## src/rtl/r_dec_pkg.sv

```systemverilog
// Shared constants and helpers for the r_dec integrate-and-dump decimator.
package r_dec_pkg;

    // Default input sample width
    localparam int WIN_DEFAULT = 19;

    // Output selection: keep the last sample of a frame, or dump the frame sum
    localparam bit MODE_HOLD = 1'b0;
    localparam bit MODE_DUMP = 1'b1;

    // Counter width for a modulo-n count; never narrower than one bit so that
    // n=1 still yields a legal vector
    function automatic int clog2(input int n);
        if (n <= 1) begin
            return 1;
        end
        return $clog2(n);
    endfunction

endpackage

```

## src/rtl/r_dec_phase.sv

```systemverilog
// Modulo-R frame position counter for r_dec, with phase realignment on sync.
module r_dec_phase
    import r_dec_pkg::*;
#(
    parameter int R  = 2000,
    parameter int PW = clog2(R)
) (
    input  logic          clk,
    input  logic          rst,
    input  logic          val_in,
    input  logic          sync,
    output logic [PW-1:0] phase,
    output logic          last
);

    // Explicit end-of-frame compare, so R need not be a power of two
    localparam logic [PW-1:0] LAST_PHASE = PW'(R - 1);
    // Position after a sample taken on sync; with R=1 that sample closes the frame
    localparam logic [PW-1:0] SYNC_NEXT  = (R == 1) ? '0 : PW'(1);

    logic [PW-1:0] phase_reg;

    assign phase = phase_reg;
    assign last  = val_in && !sync && (phase_reg == LAST_PHASE);

    // Advance on each accepted sample, wrap at R-1, realign on sync
    always_ff @(posedge clk or posedge rst) begin
        if (rst) begin
            phase_reg <= '0;
        end else if (sync) begin
            phase_reg <= val_in ? SYNC_NEXT : '0;
        end else if (val_in) begin
            phase_reg <= (phase_reg == LAST_PHASE) ? '0 : phase_reg + PW'(1);
        end
    end

endmodule

```

## src/rtl/r_dec.sv

```systemverilog
// Integrate-and-dump rate decimator: one output per R accepted input samples,
// either the frame sum (MODE_DUMP) or the last sample of the frame (MODE_HOLD).
module r_dec
    import r_dec_pkg::*;
#(
    parameter int Win  = WIN_DEFAULT,
    parameter int R    = 2000,
    parameter int Wout = Win + $clog2(R),
    parameter bit MODE = MODE_DUMP
) (
    input  logic                   clk,
    input  logic                   rst,
    input  logic                   val_in,
    input  logic signed [Win-1:0]  data_in,
    input  logic                   sync,
    output logic                   val_out,
    output logic signed [Wout-1:0] data_out,
    output logic [clog2(R)-1:0]    phase
);

    localparam int PW     = clog2(R);
    localparam bit SINGLE = (R == 1);

    logic signed [Wout-1:0] ext;
    logic signed [Wout-1:0] sum;
    logic signed [Wout-1:0] frame_sum;
    logic signed [Wout-1:0] acc_reg;
    logic signed [Wout-1:0] data_out_reg;
    logic                   val_out_reg;
    logic                   last;
    logic                   phase_zero;

    r_dec_phase #(
        .R  (R),
        .PW (PW)
    ) u_phase (
        .clk    (clk),
        .rst    (rst),
        .val_in (val_in),
        .sync   (sync),
        .phase  (phase),
        .last   (last)
    );

    // Sign-extend before any arithmetic; the sum wraps at Wout bits
    assign ext        = Wout'(data_in);
    assign sum        = acc_reg + ext;
    assign phase_zero = (phase == '0);
    // Sample 0 of a frame restarts the sum instead of adding to stale state
    assign frame_sum  = phase_zero ? ext : sum;

    assign val_out  = val_out_reg;
    assign data_out = data_out_reg;

    // Accumulate accepted samples and dump the frame result on its last sample
    always_ff @(posedge clk or posedge rst) begin
        if (rst) begin
            acc_reg      <= '0;
            data_out_reg <= '0;
            val_out_reg  <= 1'b0;
        end else begin
            val_out_reg <= 1'b0;
            if (sync) begin
                // Partial frame discarded; a coincident sample starts the new one
                acc_reg <= val_in ? ext : '0;
                if (SINGLE && val_in) begin
                    data_out_reg <= ext;
                    val_out_reg  <= 1'b1;
                end
            end else if (val_in) begin
                acc_reg <= frame_sum;
                if (last) begin
                    data_out_reg <= (MODE == MODE_DUMP) ? frame_sum : ext;
                    val_out_reg  <= 1'b1;
                end
            end
        end
    end

endmodule

```

## config.mk

```make
export PLATFORM = sky130hd
export DESIGN_NAME = r_dec
export DESIGN_NICKNAME = d
export VERILOG_FILES = /design/src/rtl/r_dec_pkg.sv /design/src/rtl/r_dec_phase.sv /design/src/rtl/r_dec.sv
export SDC_FILE = /design/constraint.sdc
export NUM_CORES = 1
export LEC_CHECK = 0
export CORE_UTILIZATION = 60
export CTS_CLUSTER_DIAMETER = 60
export CTS_CLUSTER_SIZE = 10
export DETAILED_ROUTE_END_ITERATION = 12
export PLACE_DENSITY = 0.89
export SYNTH_ARGS = -nofsm -noshare
export SYNTH_HDL_FRONTEND = slang
export SYNTH_SLANG_ARGS = --single-unit
```

## constraint.sdc

```tcl
create_clock -name clk -period 5.95 [get_ports clk]
set_input_delay 0.595 -clock clk [delete_from_list [all_inputs] [get_ports clk]]
set_output_delay 0.595 -clock clk [all_outputs]
set_load 0.005 [all_outputs]
```

# After elaboration in Yosys (flattened, before gate mapping)
# Index checks and enable logic that the tools add are counted.
[word_totals]
in_bits = 23
output_inout_bits = 42
reg_bits = 72
wordCells = 25
[op_classes]
bitwise = 1
addsub = 2
reduce_logical = 6
n_eq_ne = 1
n_mux = 11
[ops]
columns = ["operator", "n"]
rows = [
  ["$mux W30", 4],
  ["$mux W11", 3],
  ["$add A30 B19 Y30", 1],
  ["$add A11 B1 Y11 const B", 1],
  ["$eq A11 B11 Y1 const B", 1],
  ["$logic_not A11 Y1", 1],
  ["$mux W1", 4],
  ["$reduce_and A3 Y1", 1],
  ["$logic_and A1 B1 Y1", 2],
  ["$reduce_bool A2 Y1", 1],
  ["$logic_not A1 Y1", 1],
  ["$not A1 Y1", 1],
]

# Depth between registers and ports, before layout
# Gate-level depths: netlist of the first run.
[logic_depth]
ltp_word = 6
depth_mapped = 11
depth_no_buf = 11

# Cells and area by module
# From an unflattened synthesis of the first run, not the netlist that was laid out.
[hier_totals]
hier_cells = 578
hier_area_um2 = 4907.2
[modules_own_cells]
columns = ["mod", "area_per_inst_um2", "cells_per_inst", "seq_area_each_um2", "instances"]
rows = [
  ["r_dec", 4264.1, 509, 1526.5, 1],
  ["r_dec_phase", 643.1, 69, 275.3, 1],
]

# Worst setup path before layout of the first run
# OpenSTA, ideal clock, no wires.
[synth_timing]
path_kind = "input -> register"
start = "input port data_in[0]"
end = "register acc_reg[26]"
setup_time_ps = 126
path_stages = 10
arrival_ps = 2864
path_slack_ps = 2960
required_ps = 5824
path_buffers = 0
path_cell_list = "ha_1 > fa_1 > a211oi_1 > o21bai_1 > a2bb2oi_1 > o211ai_1 > a211oi_1 > o21ai_0 > xor2_1 > a221o_1"
[synth_via]
elab_chain_cells = 4
[synth_lines]
columns = ["element", "line", "rtl"]
rows = [
  ["start, declared", "r_dec.sv:14", "input logic signed [Win-1:0] data_in,"],
  ["$add A30 B19 Y30", "r_dec.sv:47", "assign sum = acc_reg + ext;"],
  ["$mux W30", "r_dec.sv:50", "assign frame_sum = phase_zero ? ext : sum;"],
  ["$mux W30", "r_dec.sv:70", "end else if (val_in) begin"],
  ["$mux W30", "r_dec.sv:63", "if (sync) begin"],
  ["end signal, assigned", "r_dec.sv:65", "acc_reg <= val_in ? ext : '0;"],
  ["end signal, assigned", "r_dec.sv:71", "acc_reg <= frame_sum;"],
  ["end, declared", "r_dec.sv:27", "logic signed [Wout-1:0] acc_reg;"],
]
# Every way passes these cells. The select of a mux whose other input is x is not followed.
# A chain may end at the register's enable or synchronous reset.

# Worst setup path in the final report of the first run
[layout_timing]
start = "input port data_in[18]"
end = "register acc_reg[21]"
[layout_via]
elab_chain_cells = 4
elab_cells_between_ends = 5
classes_between = "1 x add/sub; 4 x mux"
[layout_lines]
columns = ["element", "line"]
rows = [
  ["$add A30 B19 Y30", "r_dec.sv:47"],
  ["$mux W30", "r_dec.sv:50"],
  ["$mux W30", "r_dec.sv:70"],
  ["$mux W30 (*)", "r_dec.sv:63"],
]
# Mark *: on every way between the ends. The rest lies on a longest branch, timed or not. The select of a mux whose other input is x is not followed.

==> flow_summary_export.csv, run 1 <==
group,metric,value,unit
synthesis,synth_edf_count,0,
sta,fin_crit_sh,59.3,%
clock_tree,cts_resized,0,
sta,worst_pin_slew,1.08,ns
worst_setup_path,endpoint_kind,"flip-flop",
synthesis,ys_types,51,
synthesis,yosysMostFrequentCell,"nand2_1",
worst_setup_path,cp-start-kind,"input port",
layout,antenna_cells,0,
layout,syn2layout_area_growth,21.1,%
clock_tree,tritoncts,"done",
worst_setup_path,crit_type,"input port to flip-flop",
global_route,first_global_vias,4479,
synthesis,synthesis.nets,593,
placement,place_area,0.00537,sq mm
sta,setup_tns,0,ns
sta,setup_viol,0,
synthesis,synth_top_area_share,38.9,%
global_route,grt_max_degree,73,
synthesis,syn_area,0.00464,sq mm
route,remaining_drc_errors,0,
layout,seqCellArea,0.00180,sq mm
power,ir_drop,0.000158,V
route,firstDrtPassIters,5,
clock_tree,clock_sinks,72,
layout,nFillCells,526,
floorplan,dieHeight,89.9,microns
synthesis,synth_cells,538,
synthesis,yosys-top-cells-area,"dfrtp_1, ha_1, o21ai_0",
power,leakage,2.58,nW
clock_tree,clk_latency,0.36,ns
sta,holdWs,0.480,ns
sta,report.final.slew_viol_count,0,
sta,rsz0062_at_grt,"no",
flow_run,cap_violations,0,
floorplan,initial_core_util,62.9,%
route,num_vias,4413,
route,vias_per_cell,6.29,
clock_tree,clockRootBuffer,"clkbuf_8",
synthesis,async_flop_share,100,%
worst_setup_path,required,6.19,ns
global_route,antenna_found_initial,0,
worst_setup_path,crit_arrival,3.77,ns
worst_setup_path,critPathMaxFanout,19,
synthesis,ys_ff_latch,72,
sta,timing.slew.headroom,28.2,%
global_route,track_usage,32.5,%
clock_tree,hold_buffers,0,
worst_setup_path,r2r_setup_slack,2.78,ns
synthesis,yosys.area.top_type,"dfrtp_1",
global_route,grt_pass1_wl,21200,microns
synthesis,synth_warnings,0,
clock_tree,clockBufferDepth,2,
floorplan,fp.dieW,89.9,microns
layout,nets,653,
route,drtIter0Drc,229,
route,routed_wire_length_per_instance,17.4,microns
route,drt_wl_total,12200,microns
clock_tree,cts_max_level,3,
floorplan,ioPinCount,65,
clock_tree,numCtsBuffers,9,
power,p_per_area,276,mW/mm^2
synthesis,synth_commonest_cells,"nand2_1, dfrtp_1, o21ai_0",
layout,final_layout_size_suffix_gt1_share,5.97,%
synthesis,yosysSeqAreaShare,38.9,%
clock_tree,clkTransAtPathRegs,0.08,ns
placement,place_hpwl,8470,microns
sta,hold_viol,0,
clock_tree,cts_setup_buffers,0,
sta,min_period,3.53,ns
floorplan,die_area,0.00808,sq mm
placement,post-place-cells,686,
global_route,grt_overflow,0,
sta,fmax,0.284,GHz
sta,skew,0.00889,ns
synthesis,synth_top_flop_cell,"dfrtp_1",
layout,utilization,76.2,%
layout,multi_input_area,0.00271,sq mm
placement,gpl.final_weighted_congestion,0.926,
floorplan,std_cell_rows,31,
run_status,status,"complete, no violations",
route,detail-route-antenna-nets,0,
placement,port_buffers,64,
hold_path,min_path_type,"flip-flop to flip-flop",
layout,final_cell_area,0.00561,sq mm
synthesis,avgSynthCellArea,8.62,sq um
floorplan,core,0.00737,sq mm
layout,fin_cells,702,
[report_power, final]
group / switching (W) / internal [W]
combinational: 0.000301 / 0.000216
sequential: 0.0000227 / 0.000523
clock: 0.000206 / 0.000279
total: 0.000530 / 0.00102
[stage by stage]
stage,worst slack [ns],total power (W)
global placement,2.25,0.00104
CTS,2.51,0.00154
global route,2.21,0.00163
finish,2.42,0.00155
detailed placement,2.14,0.00106
floorplan,2.96,0.000935
[kinds of logic after synthesis]
kind of cell    share of synthesized area [%]
compound gates                           23.5
simple gates                             17.5
flops                                    38.9
buf+inv                                  2.67
fa+ha+maj                                8.80
xor+xnor                                 5.48
mux                                      3.13
[layout by cell type, fill, tap and decap left out, types with 5 or more instances in the layout]
master	netlist	final
a21o_1	16	16
and3_1	9	9
clkbuf_8	0	9
ha_1	31	31
xor2_1	13	13
buf_4	0	7
inv_1	11	10
nor3_1	5	5
a221o_1	5	5
mux2i_1	10	10
clkdlybuf4s50_1	0	64
nand2_1	78	78
a21oi_1	52	52
nand3_1	14	14
nor2b_1	9	9
xnor2_1	16	16
o21ai_0	62	62
nor2_1	41	41
dfrtp_1	72	72
a31oi_1	9	9
[metal layers]
| metal | GRT usage [%] | part of all wire [%] | vias up |
|---|---|---|---|
| li1 | - | - | 2052 |
| met1 | 41.4 | 41 | 2117 |
| met2 | 54.2 | 49 | 205 |
| met3 | 5.08 | 6.5 | 39 |
| met4 | 15.9 | 3.0 | 0 |
| met5 | 0 | 0 | - |
[worst paths after layout]
kind / start / to / depth (start not counted)
worst max-delay path: data_in[18] / acc_reg[21]$_DFFE_PP0P_ / 11
max in group asynchronous: rst / data_out[0]$_DFFE_PP0P_ / 3
worst min register to register: data_out[27]$_DFFE_PP0P_ / data_out[27]$_DFFE_PP0P_ / 2
min in group asynchronous: rst / data_out[11]$_DFFE_PP0P_ / 3
worst min-delay path: data_out[27]$_DFFE_PP0P_ / data_out[27]$_DFFE_PP0P_ / 2
worst max register to register: acc_reg[0]$_DFFE_PP0P_ / acc_reg[26]$_DFFE_PP0P_ / 10
[final cells by class]
cell class                      count  area share (%)
Sequential cell                    72            32.1
Timing Repair Buffer               71            12.3
Clock buffer                        9            2.21
Tap cell                           99            2.21
Clock inverter                      7            2.14
Multi-Input combinational cell    433            48.3
Inverter                           11           0.735
[critical path: stages]
cell	delay [ns]
clkdlybuf4s50_1	0.95
ha_1	0.42
nand4_1	0.15
nor3_1	0.07
a221oi_1	0.24
o21ai_0	0.20
o211ai_1	0.37
nand2b_1	0.12
xnor2_1	0.15
o21ai_0	0.13
a221o_1	0.37
Power figures use the tool's default switching activity.
==> run 2: changes to the inputs <==
--- a/config.mk
+++ b/config.mk
@@ -5,11 +5,11 @@
 export SDC_FILE = /design/constraint.sdc
 export NUM_CORES = 1
 export LEC_CHECK = 0
-export CORE_UTILIZATION = 60
+export CORE_UTILIZATION = 50
 export CTS_CLUSTER_DIAMETER = 60
 export CTS_CLUSTER_SIZE = 10
 export DETAILED_ROUTE_END_ITERATION = 12
-export PLACE_DENSITY = 0.89
+export PLACE_DENSITY = 0.79
 export SYNTH_ARGS = -nofsm -noshare
 export SYNTH_HDL_FRONTEND = slang
 export SYNTH_SLANG_ARGS = --single-unit
==> constraint.sdc (replaced) <==
create_clock -name clk -period 3 [get_ports clk]
set_input_delay 0.3 -clock clk [delete_from_list [all_inputs] [get_ports clk]]
set_output_delay 0.3 -clock clk [all_outputs]
set_load 0.005 [all_outputs]
==> run 2 against run 1 <==
The run now ends with DRC left. Core utilization fell by 5.9 points. Clock skew up 0.0036 ns. Register-to-register slack lost 2.6 ns. Sequential share of layout area fell by 3.1 points. Flip-flop and latch count unchanged. Combinational power rose by 150%. Die area up 20%. Clock-buffer cell count rose by 1. Critical endpoint is now acc_reg[24]$_DFFE_PP0P_. Design area rose by 11%.
==> flow_summary_export.csv, run 2 (synthesis gave the netlist of run 1 again) <==
group,metric,value,unit
worst_setup_path,r2r_setup_slack,0.14,ns
layout,final_layout_size_suffix_gt1_share,17.1,%
power,p_per_area,522,mW/mm^2
floorplan,fp.dieW,98.3,microns
floorplan,die_area,0.00966,sq mm
route,num_vias,4594,
worst_setup_path,cp-start-kind,"input port",
route,drt_wl_total,13200,microns
run_status,failed_checks,"DRC",
global_route,track_usage,28.2,%
layout,final_common_cell,"buf_4",
layout,seqCellArea,0.00180,sq mm
worst_setup_path,rr_endpoint,"acc_reg[27]$_DFFE_PP0P_",
layout,nFillCells,719,
floorplan,initial_core_util,52.4,%
sta,holdWs,0.328,ns
clock_tree,clk_latency,0.35,ns
power,leakage,2.95,nW
route,firstDrtPassIters,11,
power,ir_drop,0.000309,V
placement,port_buffers,64,
route,detail-route-antenna-nets,0,
route,vias_per_cell,5.85,
sta,hold_viol,0,
clock_tree,clockRootBuffer,"clkbuf_8",
run_status,status,"finished with violations",
route,drtIter0Drc,279,
worst_setup_path,timing.rr.start,"acc_reg[6]$_DFFE_PP0P_",
floorplan,std_cell_rows,34,
route,remaining_drc_errors,3,
clock_tree,tritoncts,"done",
route,routed_wire_length_per_instance,16.8,microns
worst_setup_path,crit_arrival,3.11,ns
clock_tree,cts_max_level,3,
worst_setup_path,crit_type,"input port to flip-flop",
placement,post-place-ws,-0.390,ns
global_route,antenna_found_initial,0,
global_route,first_global_vias,4609,
clock_tree,clkTransAtPathRegs,0.09,ns
floorplan,dieHeight,98.3,microns
layout,multi_input_area,0.00276,sq mm
clock_tree,clock_sinks,72,
sta,min_period,2.88,ns
hold_path,min_path_type,"input port to async pin",
worst_setup_path,reg2regPathDepth,10,
layout,nets,727,
clock_tree,clockBufferDepth,2,
worst_setup_path,endpoint_kind,"flip-flop",
global_route,grt_pass1_wl,21800,microns
sta,setup_viol,0,
sta,fmax,0.347,GHz
floorplan,ioPinCount,65,
flow_run,cap_violations,0,
sta,setup_tns,0,ns
global_route,grt_max_degree,49,
placement,gpl.final_weighted_congestion,0.909,
floorplan,core,0.00885,sq mm
sta,report.final.slew_viol_count,0,
worst_setup_path,required,3.23,ns
sta,timing.slew.headroom,55.0,%
sta,worst_pin_slew,0.672,ns
placement,post-place-cells,768,
sta,fin_crit_sh,95.9,%
clock_tree,numCtsBuffers,9,
sta,setup_ws,0.122,ns
layout,fin_cells,785,
layout,antenna_cells,0,
placement,place_hpwl,9560,microns
layout,layout_common_cells,"buf_4, nand2_1, dfrtp_1, clkdlybuf4s50_1, o21ai_0",
worst_setup_path,critPathMaxFanout,4,
sta,skew,0.0125,ns
layout,syn2layout_area_growth,34.1,%
global_route,grt_overflow,0,
run 2: cell count changes in the layout (fill, tap and decap cells not counted), moves of 2 or more:
cell / previous run / this run
a211oi_1: 3 / 1
buf_4: 7 / 80
ha_1: 31 / 29
o21ai_0: 62 / 58
o21ai_1: 0 / 4
run 2: what timing repair did:
item,in CTS,in global routing
cloned,0,0
resized for setup,1,12
pin swaps,0,5
setup buffers,0,1
endpoints found under the setup margin,1,22
hold buffers,0,0
run 2: critical path, stage by stage:
cell and delay (ns):
clkdlybuf4s50_1 0.46, ha_2 0.22, fa_2 0.38, a211oi_4 0.26
o21bai_2 0.12, a2bb2oi_2 0.18, o211ai_1 0.19, nor4_1 0.32
a21oi_1 0.11, a31oi_1 0.17, xnor2_1 0.11, a221o_1 0.29
run 2: how the worst max path moves through the flow:
stage | end | start | cells after the start
after floorplan | acc_reg[26]$_DFFE_PP0P_ | acc_reg[0]$_DFFE_PP0P_ | 10
after global placement | acc_reg[26]$_DFFE_PP0P_ | data_in[0] | 11
after detailed placement | acc_reg[26]$_DFFE_PP0P_ | data_in[0] | 11
after CTS | acc_reg[26]$_DFFE_PP0P_ | data_in[0] | 11
after global routing | acc_reg[24]$_DFFE_PP0P_ | data_in[0] | 12
final | acc_reg[24]$_DFFE_PP0P_ | data_in[0] | 12
run 2: per-layer routing:
metal  track usage, %  share of wire (%)
met5                0                  0
met4             11.4                2.5
met3             3.72                5.3
met2             49.3                 49
met1             35.2                 43
run 2: through the flow:
| step | total power, W | utilization [%] | instance area [sq um] |
|---|---|---|---|
| 2_1_floorplan | 0.00185 | - | 4640 |
| 3_3_place_gp | 0.00230 | 67.2 | 5940 |
| 3_5_place_dp | 0.00234 | 67.2 | 5940 |
| 4_1_cts | 0.00322 | 69.7 | 6170 |
| 5_1_grt | 0.00343 | 70.3 | 6220 |
| 6_report | 0.00324 | 70.3 | 6220 |
run 2: where the power goes:
part	switching [W]	internal, W	total (W)
registers	0.0000489	0.00104	0.00109
logic	0.000664	0.000625	0.00129
clock network	0.000394	0.000475	0.000869
run 2: area by class of cell:
type                    count  share of cell area, %
clock buffers              10                   2.05
clock inverters             6                   1.49
inverters                  11                  0.664
multi-input cells         433                   44.3
flip-flops and latches     72                   29.0
well taps                 108                   2.17
repair buffers            145                   20.3
